## src/rtl/seq_divider.sv

```systemverilog
// rtl/seq_divider.sv - sequential restoring unsigned divider, one quotient bit per clock
module seq_divider #(
  parameter int W = 8
) (
  input  logic         clk,
  input  logic         rst_b,
  input  logic         start,
  input  logic [W-1:0] x,
  input  logic [W-1:0] y,
  output logic [W-1:0] q,
  output logic [W-1:0] r,
  output logic         busy,
  output logic         done,
  output logic         div_by_zero
);

  localparam int CW = $clog2(W + 1);

  typedef enum logic [1:0] {
    S_IDLE = 2'd0,
    S_RUN  = 2'd1,
    S_DONE = 2'd2
  } state_t;

  state_t state, state_nx;

  // Partial remainder. The restoring step keeps it strictly below M, so its
  // top (W+1-th) bit is always zero between steps; only the shifted value
  // that feeds the subtractor needs the extra bit.
  logic [W-1:0]  a;
  logic [W-1:0]  qr;
  logic [W-1:0]  m;
  logic [CW-1:0] cnt;

  logic [W:0]    a_sh;
  logic [W:0]    m_ext;
  logic [W:0]    diff;
  logic [W-1:0]  a_nx;
  logic [W-1:0]  q_nx;
  logic          last;

  assign a_sh  = {a, qr[W-1]};
  assign m_ext = {1'b0, m};
  assign last  = (cnt == CW'(1));

  // Ripple subtractor a_sh - m_ext built from full-adder cells (inverted M, carry-in 1)
  always_comb begin : fac_chain
    logic c;
    logic nb;
    c    = 1'b1;
    nb   = 1'b0;
    diff = '0;
    for (int i = 0; i <= W; i++) begin
      nb      = ~m_ext[i];
      diff[i] = a_sh[i] ^ nb ^ c;
      c       = (a_sh[i] & nb) | (c & (a_sh[i] ^ nb));
    end
  end

  // Negative difference (sign bit set) means restore: keep shifted A, quotient bit 0
  always_comb begin
    a_nx = diff[W] ? a_sh[W-1:0] : diff[W-1:0];
    q_nx = {qr[W-2:0], ~diff[W]};
  end

  // State register
  always_ff @(posedge clk or negedge rst_b) begin
    if (!rst_b) state <= S_IDLE;
    else        state <= state_nx;
  end

  // Next-state logic; a zero divisor skips the iteration and retires at once
  always_comb begin
    state_nx = state;
    case (state)
      S_IDLE: if (start) state_nx = (y != '0) ? S_RUN : S_DONE;
      S_RUN:  if (last)  state_nx = S_DONE;
      S_DONE: state_nx = S_IDLE;
      default: state_nx = S_IDLE;
    endcase
  end

  // Status outputs decoded from state
  always_comb begin
    busy = (state != S_IDLE);
    done = (state == S_DONE);
  end

  // Datapath and result registers; results only change on the edge entering DONE
  always_ff @(posedge clk or negedge rst_b) begin
    if (!rst_b) begin
      a           <= '0;
      qr          <= '0;
      m           <= '0;
      cnt         <= '0;
      q           <= '0;
      r           <= '0;
      div_by_zero <= 1'b0;
    end else begin
      case (state)
        S_IDLE: begin
          if (start) begin
            if (y != '0) begin
              a   <= '0;
              qr  <= x;
              m   <= y;
              cnt <= CW'(W);
            end else begin
              q           <= '1;
              r           <= x;
              div_by_zero <= 1'b1;
            end
          end
        end
        S_RUN: begin
          a   <= a_nx;
          qr  <= q_nx;
          cnt <= cnt - CW'(1);
          if (last) begin
            q           <= q_nx;
            r           <= a_nx;
            div_by_zero <= 1'b0;
          end
        end
        default: ;
      endcase
    end
  end

endmodule

```

## config.mk

```make
export PLATFORM = sky130hd
export DESIGN_NAME = seq_divider
export DESIGN_NICKNAME = d
export VERILOG_FILES = /design/src/rtl/seq_divider.sv
export SDC_FILE = /design/constraint.sdc
export NUM_CORES = 1
export LEC_CHECK = 0
export ABC_AREA = 1
export CAP_MARGIN = 20
export CELL_PAD_IN_SITES_DETAIL_PLACEMENT = 0
export CELL_PAD_IN_SITES_GLOBAL_PLACEMENT = 1
export CORE_UTILIZATION = 46
export DETAILED_ROUTE_END_ITERATION = 10
export DONT_BUFFER_PORTS = 1
export PLACE_DENSITY = 0.74
export SETUP_SLACK_MARGIN = 0.5
export SYNTH_ARGS = -nofsm -noshare
export SYNTH_HDL_FRONTEND = slang
export SYNTH_SLANG_ARGS = --single-unit
```

## constraint.sdc

```tcl
create_clock -name clk -period 4.57 [get_ports clk]
set_input_delay 0.6855 -clock clk [delete_from_list [all_inputs] [get_ports clk]]
set_output_delay 0.6855 -clock clk [all_outputs]
set_load 0.02 [all_outputs]
```

==> results.py <==
metrics = {
    "outcome": {
        "run_status": "finished, final reports clean",
    },
    "power_and_ir_drop": {
        "p_comb_share_pct": 47.9,
        "p_int_mw": 1.09,
        "power_frac_seq_pct": 39.0,
        "leakage_nw": 1.41,
        "total_power_mw": 2.12,
        "swShare_pct": 48.6,
        "pwr-share-clk_pct": 13.1,
        "power_density_nw_per_um2": 797,
        "irDropWorstVdd_uv": 346,
        "p_sw_mw": 1.03,
    },
    "final_layout": {
        "fin_nets": 343,
        "area_delta_synth_final_pct": 5.72,
        "diodes": 0,
        "drive_gt1_share_pct": 8.57,
        "fill_cells": 520,
    },
    "yosys": {
        "ys_ff_latch": 47,
        "synthTopCellsByCount": "125 x nand2_1, 52 x nand3_1, 47 x dfrtp_1",
        "yosysTopAreaCellShare_pct": 46.7,
        "synth_cell_type_count": 23,
        "netlist_area_sq_um": 2520,
        "synth.most_common_cell": "nand2_1",
        "yosysTopAreaCell": "dfrtp_1",
        "syn-num-nets": 344,
        "synth-edff-count": 0,
        "yosysWarnings": 0,
        "ys_seq_area_share_pct": 46.7,
        "syn_inst": 315,
        "syn_avg_cell_area_sq_um": 7.99,
        "synth-main-ff-cell": "dfrtp_1",
        "netlist_top_cells_area": "dfrtp_1 47%, nand2_1 19%, nand3_1 10%",
        "synthArstFlopShare_pct": 100,
    },
    "detailed_routing": {
        "drt_iter0_markers": 127,
        "viasPerCell": 4.90,
        "wl_um": 5310,
        "drc": 0,
        "drt_pass1_iterations": 4,
        "wl_met1_um": 2780,
        "vias": 1886,
        "wl_per_cell_um": 13.8,
        "met3WireLength_um": 205,
        "wl_met2_um": 2260,
        "route.top_layer_used": "met4",
        "ant_nets": 0,
    },
    "clock_tree": {
        "clock_latency_ns": 0.30,
        "htree_levels": 2,
        "cts_num_sinks": 47,
        "clk_path_buf_depth": 2,
        "cts_buffers": 5,
        "path_clk_slew_ns": 0.09,
        "cts_root_buf": "clkbuf_8",
        "cts_tree": "done",
        "cts_hold_buf": 0,
    },
    "timing": {
        "fin_crit_sh_pct": 82.9,
        "setup_ws_ns": 0.781,
        "slew-limit-headroom_pct": 49.9,
        "max_freq_mhz": 264,
        "finalClockSkew_ns": 0.00566,
        "setup_tns_ns": 0,
        "rsz0062_at_grt": "false",
        "finalHoldViolations": 0,
        "final-setup-viol-count": 0,
        "finalMaxSlewViolations": 0,
        "fin_crit_ns": 3.79,
        "max_slew.worst_pin.slew_ns": 0.750,
    },
    "global_routing": {
        "overflow": 0,
        "track_usage_pct": 20.3,
        "grt_max_degree": 48,
        "grt_pass1_wl_um": 9260,
        "antenna_found_initial": 0,
        "grt_pass1_vias": 1880,
    },
    "worst_hold_path": {
        "hold_class": "input pin to asynchronous set/reset pin",
    },
    "place": {
        "gp_congestion": 0.750,
        "io_buffers": 0,
        "dp_hpwl_um": 3800,
        "dp_slack_ns": 0.685,
    },
    "floorplanning": {
        "num_rows": 26,
        "start_util_pct": 48.6,
        "die_h_um": 76.0,
        "core-area_sq_um": 5170,
        "die_area_sq_um": 5770,
        "pin_count": 38,
        "die_w_um": 76.0,
    },
    "worst_setup_path": {
        "cpMostUsedCell": "fa_1",
        "slowest_delay_ns": 0.39,
        "r2r_slack_ns": 0.78,
        "critPathTopFamily": "adder cells",
        "crit_path_end_kind": "flop",
        "path_cells": "inv_1 -> ha_1 -> inv_1 -> fa_1 -> inv_1 -> fa_1 -> fa_1 -> fa_1 -> fa_1 -> fa_1 -> inv_1 -> fa_1 -> inv_1 -> nand2_1 -> nand2_2 -> nand3_1 -> nand3_1 -> nand2_1 -> nand2_1",
        "cp_data_required_time_ns": 4.77,
        "crit_type": "flop to flop",
        "crit_slowest_cell": "fa_1",
        "cp.arrival_ns": 3.99,
        "worst-path-max-fanout": 10,
        "critPathBufInv": 5,
        "critPathLaunchType": "flop",
    },
    "flow_run": {
        "cap_violations": 0,
    },
}
==> logic make-up after synthesis <==
logic type | Yosys count | share of synthesized area (%)
and+or+nand+nor | 205 | 36.4
DFF | 47 | 46.7
buffers and inverters | 42 | 7.11
AOI/OAI and AO/OA | 11 | 2.64
adders and majority gates | 10 | 7.06
==> placed cells by master (no fill, tap or decap), types with 2 or more instances in the layout <==
master,instances
nor2_4,2
ha_1,3
nor2_1,5
clkbuf_8,7
nor2_2,2
dfrtp_1,47
inv_1,31
fa_1,7
nand2_4,3
nand2_1,123
and2_1,8
a21oi_1,2
nand3_1,52
inv_2,2
nand2_2,7
o21ai_1,7
or2_2,2
==> flip-flops by register name, indices dropped and copies added, names as in the netlist <==
signal,count
qr,8
state,2
a,8
cnt,4
m,8
div_by_zero,1
q,8
r,8
==> final timing paths <==
path	startpoint	to	cells past startpoint
min in group clk	m[1]$_DFFE_PN0P_	m[1]$_DFFE_PN0P_	2
hold reg to reg	m[1]$_DFFE_PN0P_	m[1]$_DFFE_PN0P_	2
max in group asynchronous	rst_b	qr[0]$_DFFE_PN0P_	0
hold / removal	rst_b	q[4]$_DFFE_PN0P_	0
setup reg to reg	qr[7]$_DFFE_PN0P_	r[0]$_DFFE_PN0P_	19
setup / recovery	qr[7]$_DFFE_PN0P_	r[0]$_DFFE_PN0P_	19
==> timing repair <==
item	4_1_cts	5_1_grt
endpoints found under the setup margin	0	16
buffers inserted	0	0
gates resized for setup	0	2
==> power groups by stage <==
stage               Combinational [mW]  Clock [mW]  Sequential, mW
CTS                               1.02       0.284           0.828
global placement                  1.02           0           0.829
global route                      1.21       0.294           0.851
finish                            1.02       0.277           0.826
floorplan                        0.847           0           0.801
detailed placement                1.02           0           0.835
==> metrics by stage <==
| step | cells | hold WS [ns] | area [sq um] | util (%) |
|---|---|---|---|---|
| after floorplan | 315 | 0.390 | 2520 | - |
| after CTS | 385 | 0.0628 | 2660 | 51.3 |
| after detailed placement | 377 | 0.391 | 2550 | 49.4 |
| final | 385 | 0.0738 | 2660 | 51.4 |
| after global placement | 377 | 0.391 | 2550 | 49.4 |
| after global routing | 385 | 0.0596 | 2660 | 51.4 |
==> final cells by class <==
class	instances	area [sq um]	area share, %
inverter	34	130	4.89
clock buffer	8	100	3.76
multi-input combinational	226	1170	43.8
tap	70	87.6	3.29
sequential	47	1180	44.2
==> layer usage <==
layer  GRT usage (%)  vias up
li1                -      975
met1            29.3      864
met2            31.4       42
met3            3.73        5
met4            5.77        0
met5               0        -
No activity file was read; power rests on OpenSTA's default activity.
